[src/rtl/dmem_lsu_if.sv]
// Bundles the load/store request/response handshake and the word-wide data
// memory port that dmem_lsu sits between.
interface dmem_lsu_if #(
   parameter int AW = 32,
   parameter int DW = 32
);
   logic          req_valid;
   logic          req_ready;
   logic          req_we;
   logic [2:0]    req_funct3;
   logic [AW-1:0] req_addr;
   logic [DW-1:0] req_wdata;
   logic          rsp_valid;
   logic          rsp_ready;
   logic [DW-1:0] rsp_rdata;
   logic          rsp_err;
   logic          WE;
   logic [AW-1:0] A;
   logic [DW-1:0] WD;
   logic [DW-1:0] RD;

   modport slave (
      input  req_valid, req_we, req_funct3, req_addr, req_wdata, rsp_ready, RD,
      output req_ready, rsp_valid, rsp_rdata, rsp_err, WE, A, WD
   );

   modport master (
      output req_valid, req_we, req_funct3, req_addr, req_wdata, rsp_ready, RD,
      input  req_ready, rsp_valid, rsp_rdata, rsp_err, WE, A, WD
   );
endinterface

[src/rtl/dmem_lsu.sv]
// RV32I load/store unit: one outstanding request, read-modify-write for
// sub-word stores, sign/zero extension for sub-word loads.
module dmem_lsu #(
   parameter int AW = 32,
   parameter int DW = 32
) (
   input  logic       clk,
   input  logic       rst_n,
   dmem_lsu_if.slave  bus
);

   typedef enum logic [2:0] {IDLE, READ, MERGE, WRITE, ERR, RESP} state_t;

   state_t        state, state_nxt;
   logic          we_q;
   logic [2:0]    f3_q;
   logic [1:0]    off_q;
   logic [DW-1:0] wdata_q;
   logic [DW-1:0] word_q;
   logic [AW-1:0] a_q;
   logic [DW-1:0] rdata_q;
   logic          err_q;
   logic          accept;
   logic          bad;

   function automatic logic req_illegal(input logic [2:0] f3, input logic [1:0] off);
      logic r;
      case (f3)
         3'b000, 3'b100: r = 1'b0;
         3'b001, 3'b101: r = off[0];
         3'b010:         r = (off != 2'b00);
         default:        r = 1'b1;
      endcase
      return r;
   endfunction

   function automatic logic [DW-1:0] load_extract(input logic [2:0] f3, input logic [1:0] off,
                                                  input logic [DW-1:0] w);
      logic signed [7:0]    b;
      logic signed [15:0]   h;
      logic signed [DW-1:0] r;
      b = w[{off, 3'b000} +: 8];
      h = w[{off[1], 4'b0000} +: 16];
      case (f3[1:0])
         2'b00:   r = f3[2] ? $signed({{(DW-8){1'b0}}, b}) : b;
         2'b01:   r = f3[2] ? $signed({{(DW-16){1'b0}}, h}) : h;
         default: r = w;
      endcase
      return r;
   endfunction

   function automatic logic [DW-1:0] store_merge(input logic [2:0] f3, input logic [1:0] off,
                                                 input logic [DW-1:0] w, input logic [DW-1:0] d);
      logic [DW-1:0] r;
      r = w;
      if (f3[1:0] == 2'b00) r[{off, 3'b000} +: 8]    = d[7:0];
      else                  r[{off[1], 4'b0000} +: 16] = d[15:0];
      return r;
   endfunction

   assign accept = bus.req_valid && (state == IDLE);
   assign bad    = req_illegal(bus.req_funct3, bus.req_addr[1:0]);

   always_comb begin
      state_nxt = state;
      case (state)
         IDLE:  if (bus.req_valid) begin
                   if (bad)                                       state_nxt = ERR;
                   else if (bus.req_we && bus.req_funct3 == 3'b010) state_nxt = WRITE;
                   else                                           state_nxt = READ;
                end
         READ:  state_nxt = we_q ? MERGE : RESP;
         MERGE, WRITE, ERR: state_nxt = RESP;
         RESP:  if (bus.rsp_ready) state_nxt = IDLE;
         default: state_nxt = IDLE;
      endcase
   end

   // WE/WD decode straight from state so an async reset kills a write at once
   always_comb begin
      bus.WE = 1'b0;
      bus.WD = '0;
      case (state)
         MERGE: begin
            bus.WE = 1'b1;
            bus.WD = store_merge(f3_q, off_q, word_q, wdata_q);
         end
         WRITE: begin
            bus.WE = 1'b1;
            bus.WD = wdata_q;
         end
         default: ;
      endcase
   end

   assign bus.req_ready = (state == IDLE);
   assign bus.rsp_valid = (state == RESP);
   assign bus.A         = a_q;
   assign bus.rsp_rdata = rdata_q;
   assign bus.rsp_err   = err_q;

   always_ff @(posedge clk or negedge rst_n) begin
      if (!rst_n) begin
         state   <= IDLE;
         a_q     <= '0;
         rdata_q <= '0;
         err_q   <= 1'b0;
      end else begin
         state <= state_nxt;
         // A only moves for requests that really touch memory
         if (accept && !bad) a_q <= {bus.req_addr[AW-1:2], 2'b00};
         if (state == READ && !we_q) rdata_q <= load_extract(f3_q, off_q, bus.RD);
         if (state == ERR) err_q <= 1'b1;
         if (state == RESP && bus.rsp_ready) begin
            rdata_q <= '0;
            err_q   <= 1'b0;
         end
      end
   end

   always_ff @(posedge clk) begin
      if (accept) begin
         we_q    <= bus.req_we;
         f3_q    <= bus.req_funct3;
         off_q   <= bus.req_addr[1:0];
         wdata_q <= bus.req_wdata;
      end
      if (state == READ) word_q <= bus.RD;
   end

endmodule
[src/flat_wrapper.sv]
// flat-port wrapper written by rule: the top's interface ports become plain ports
module dmem_lsu_flat 
#(
   parameter int AW = 32,
   parameter int DW = 32
)
  (clk, rst_n, bus_req_valid, bus_req_we, bus_req_funct3, bus_req_addr, bus_req_wdata, bus_rsp_ready, bus_RD, bus_req_ready, bus_rsp_valid, bus_rsp_rdata, bus_rsp_err, bus_WE, bus_A, bus_WD);
  dmem_lsu_if #(.AW(AW), .DW(DW)) bus_i ();
  input  logic clk;
  input  logic rst_n;
  input wire logic [$bits(bus_i.req_valid)-1:0] bus_req_valid;
  input wire logic [$bits(bus_i.req_we)-1:0] bus_req_we;
  input wire logic [$bits(bus_i.req_funct3)-1:0] bus_req_funct3;
  input wire logic [$bits(bus_i.req_addr)-1:0] bus_req_addr;
  input wire logic [$bits(bus_i.req_wdata)-1:0] bus_req_wdata;
  input wire logic [$bits(bus_i.rsp_ready)-1:0] bus_rsp_ready;
  input wire logic [$bits(bus_i.RD)-1:0] bus_RD;
  output wire logic [$bits(bus_i.req_ready)-1:0] bus_req_ready;
  output wire logic [$bits(bus_i.rsp_valid)-1:0] bus_rsp_valid;
  output wire logic [$bits(bus_i.rsp_rdata)-1:0] bus_rsp_rdata;
  output wire logic [$bits(bus_i.rsp_err)-1:0] bus_rsp_err;
  output wire logic [$bits(bus_i.WE)-1:0] bus_WE;
  output wire logic [$bits(bus_i.A)-1:0] bus_A;
  output wire logic [$bits(bus_i.WD)-1:0] bus_WD;
  assign bus_i.req_valid = bus_req_valid;
  assign bus_i.req_we = bus_req_we;
  assign bus_i.req_funct3 = bus_req_funct3;
  assign bus_i.req_addr = bus_req_addr;
  assign bus_i.req_wdata = bus_req_wdata;
  assign bus_i.rsp_ready = bus_rsp_ready;
  assign bus_i.RD = bus_RD;
  assign bus_req_ready = bus_i.req_ready;
  assign bus_rsp_valid = bus_i.rsp_valid;
  assign bus_rsp_rdata = bus_i.rsp_rdata;
  assign bus_rsp_err = bus_i.rsp_err;
  assign bus_WE = bus_i.WE;
  assign bus_A = bus_i.A;
  assign bus_WD = bus_i.WD;
  dmem_lsu #(.AW(AW), .DW(DW)) u_core (.clk(clk), .rst_n(rst_n), .bus(bus_i));
endmodule
[config.mk]
export PLATFORM = sky130hd
export DESIGN_NAME = dmem_lsu_flat
export DESIGN_NICKNAME = d
export VERILOG_FILES = /design/src/rtl/dmem_lsu_if.sv /design/src/rtl/dmem_lsu.sv /design/src/flat_wrapper.sv
export SDC_FILE = /design/constraint.sdc
export NUM_CORES = 1
export LEC_CHECK = 0
export BUFFER_PORTS_ARGS = -buffer_cell sky130_fd_sc_hd__buf_2
export CORE_MARGIN = 5
export CORE_UTILIZATION = 35
export DETAILED_ROUTE_END_ITERATION = 12
export PLACE_DENSITY_LB_ADDON = 0.05
export SYNTH_ARGS = -nofsm -noshare
export SYNTH_HDL_FRONTEND = slang
export SYNTH_SLANG_ARGS = --single-unit
[constraint.sdc]
create_clock -name clk -period 2.7 [get_ports clk]
set_input_delay 0.81 -clock clk [delete_from_list [all_inputs] [get_ports clk]]
set_output_delay 0.81 -clock clk [all_outputs]
set_load 0.005 [all_outputs]
==> impl_results.md <==
* DIE WIDTH at 143 um
* CTS buffer count at 17
* GR Util All Layers at about a fifth
* Global route overflow at 0
* Max Fclk at about 330 MHz
* Clock tree from TritonCTS: built
* FFs w/ async S/R, synth at approximately half
* Initial core utilization at 35.8%
* Fin Hold WS at 0.343 ns
* H-Tree Depth at 4
* Synth area leaders: edfxtp_1 (34%), dfrtp_1 (27%), mux2_2 (6.9%)
* Initial antenna violation count at 2
* Post-Synthesis Cell Area at 0.00621 sq mm
* Residual DRC count at 0
* Failing checks: setup timing
* PortBufs at around 200
* Yosys top cell area share at 33.8%
* DR pass1 iterations at 5
* Syn. warnings at 0
* Layout Nets at 786
* Critical path class: reg -> out
* Layout cells sized above 1 at between 40% and 50%
* Post-synthesis sequential area ratio at 60.4%
* Crit path DAT at ~2.2 ns
* CTS clock-pin slew for the worst setup and hold paths at roughly 0.06 ns
* Post-DR vias/cell at about 5.4
* Leak at around 0.0038 uW
* Number of hold violations in the final report at 0
* Fill cell count at roughly 1600
* Critical Path RT at about 1.9 ns
* Post-CTS Hold Buffers at 0
* Yosys reg bits at 136
* Mapped Cells at about 460
* Reg area at between 0.003 and 0.004 sq mm
* Worst setup path startpoint: u_core.off_q[1]
* Maxcap violations at 0
* Rel. slew slack at between 10% and 20%
* Final instance area at 0.00826 sq mm
* Setup TNS at -8.96 ns
* Die ar. at 0.0205 sq mm
* Pwr dens at 950 mW/mm^2
* Tmin final at about 3.1 ns
* Clk sinks at ~140
* Vias in the first global route at 5300
* Worst r2r src: u_core.off_q[1]
* Final setup fails at 32
* Outcome: finished, violations left
* Chip Height at 143 um
* Initial DRC count at slightly above 300
* Largest net degree at the start of global routing at 39
* WL/cell at around 22 um
* Drt total wl at about 20000 um
* Final worst-path cycle share at 113%
* Biggest area consumer among synthesized cells: edfxtp_1
* Placed Area at approximately 0.0076 sq mm
* First-pass GRT wire length at between 30000 and 40000 um
* Clock Path Buffers at 2
* Crit end category: primary output
* Post-DP HPWL at between 15000 and 20000 um
* Row Count at 48
* Routed vias at 4906
* Antenna-violating nets left at 0
* Core area at 0.0174 sq mm
* Synth unique cells at between 50 and 60
* Peak VDD IR at approximately 480 uV
* CP max FO at 8
* Clk root buf: clkbuf_16
* EDFF count, synth at 70
* Startpoint types: register
* Clock Skew at around 0.0055 ns
* RSZ-0062 raised after global routing: yes
* Top-level I/O count at 204
* Post-Syn Area per Cell at between 10 and 15 sq um
* Pin slew with the least headroom to its limit at roughly 1.2 ns
* Clock latency on the worst-skew pair at ~0.42 ns
* Worst setup margin at -0.353 ns
* Area growth from synthesis to layout at 33.0%
* Main synth FF type: edfxtp_1
* Hold WC Path Type: in -> async
* Multi-input logic area at ~0.0023 sq mm
* Power Total at 7850 uW
* Final max-slew violation count at 0
* GP Congestion at ~0.9
* R2R depth at 6
-- kinds of logic (layout without fill, tap and decap cells) --
group | count (synthesis) | count (layout) | share of synthesized area [%]
buffers and inverters | 50 | 281 | 3.99
other | 1 | 3 | 0.0604
AOI/OAI and AO/OA | 148 | 148 | 19.3
muxes | 55 | 55 | 9.63
adders and majority gates | 5 | 5 | 1.01
and+or+nand+nor | 63 | 63 | 5.56
DFF | 136 | 136 | 60.4
-- cells in the final DEF (no fill, tap or decap), drive strengths merged, types with 12 or more instances in the layout --
master | synthesis | routed
buf | 20 | 232
edfxtp | 70 | 70
dfrtp | 66 | 66
mux2 | 38 | 38
a21oi | 38 | 38
a221o | 24 | 24
nand2 | 23 | 23
clkbuf | 13 | 23
inv | 16 | 18
mux2i | 17 | 17
a221oi | 16 | 16
a211o | 16 | 16
a22o | 16 | 16
o21ai | 12 | 12
-- routing by layer --
| metal | GRT usage, % | share of wire, % | wire length, um |
|---|---|---|---|
| met2 | 32.6 | 49 | 9880 |
| met4 | 5.75 | 1.6 | 318 |
| met3 | 7.84 | 9.5 | 1920 |
| met1 | 24.4 | 40 | 8030 |
| met5 | 0 | 0.035 | 7 |
-- worst paths after layout --
path / slack, ns / to
worst max-delay path: -0.35 / bus_WD[8]
worst min-delay path: 0.34 / u_core.bus.A[16]
worst max register to register: 0.31 / u_core.bus.rsp_rdata[24]
worst min register to register: 0.48 / u_core.bus.rsp_rdata[5]
max in group asynchronous: 1.73 / u_core.bus.A[10]
min in group clk: 0.48 / u_core.bus.rsp_rdata[5]
-- sequential cells by signal, summed over array words and instances (netlist names) --
register	count
u_core.bus.rsp_rdata	32
u_core.state	3
u_core.bus.rsp_err	1
u_core.off_q	2
u_core.f3_q	3
u_core.word_q	32
u_core.bus.A	30
u_core.we_q	1
u_core.wdata_q	32
-- report_power, final --
part           internal (uW)  switching, uW
Clock                   1430            884
Combinational           1060           1230
Sequential              2880            363
Total                   5380           2480
-- metrics by stage --
| step | setup WS (ns) | util [%] | instances |
|---|---|---|---|
| floorplan | 0.0243 | - | 459 |
| global placement | -0.0753 | 43.6 | 880 |
| detailed placement | -0.0786 | 43.6 | 880 |
| CTS | -0.340 | 47.4 | 915 |
| global route | -0.462 | 47.6 | 916 |
| finish | -0.353 | 47.6 | 916 |
-- timing repair --
| action | in CTS | in global routing |
|---|---|---|
| resized for setup | 14 | 6 |
| setup endpoints to repair | 32 | 32 |
| setup buffers | 3 | 0 |
| pin swaps | 40 | 11 |
-- worst max-delay path, cell delays in order, from the launching register on --
cell and delay [ns]:
edfxtp_1 0.40, inv_2 0.11, buf_4 0.12, ha_2 0.17, and4b_1 0.22, buf_6 0.14, a221oi_1 0.07, a211o_1 0.28
a21oi_1 0.16, buf_2 0.15
-- cells in the mapped netlist (all sizes together) (8+ instances only) --
cell type  number
a211o          16
a21oi          38
a221o          24
a221oi         16
a22o           16
and3            8
buf            20
clkbuf         13
dfrtp          66
edfxtp         70
inv            16
mux2           38
mux2i          17
nand2          23
nor2            9
o21ai          12
-- area by class of cell --
class | instances | area share (%)
flip-flops and latches | 136 | 45.4
multi-input cells | 273 | 27.9
repair buffers | 232 | 15.3
clock buffers | 23 | 6.18
well taps | 225 | 3.41
clock inverters | 9 | 1.03
inverters | 17 | 0.772
diodes | 1 | 0.0303
Note: power is estimated with default switching activity, not from simulation.
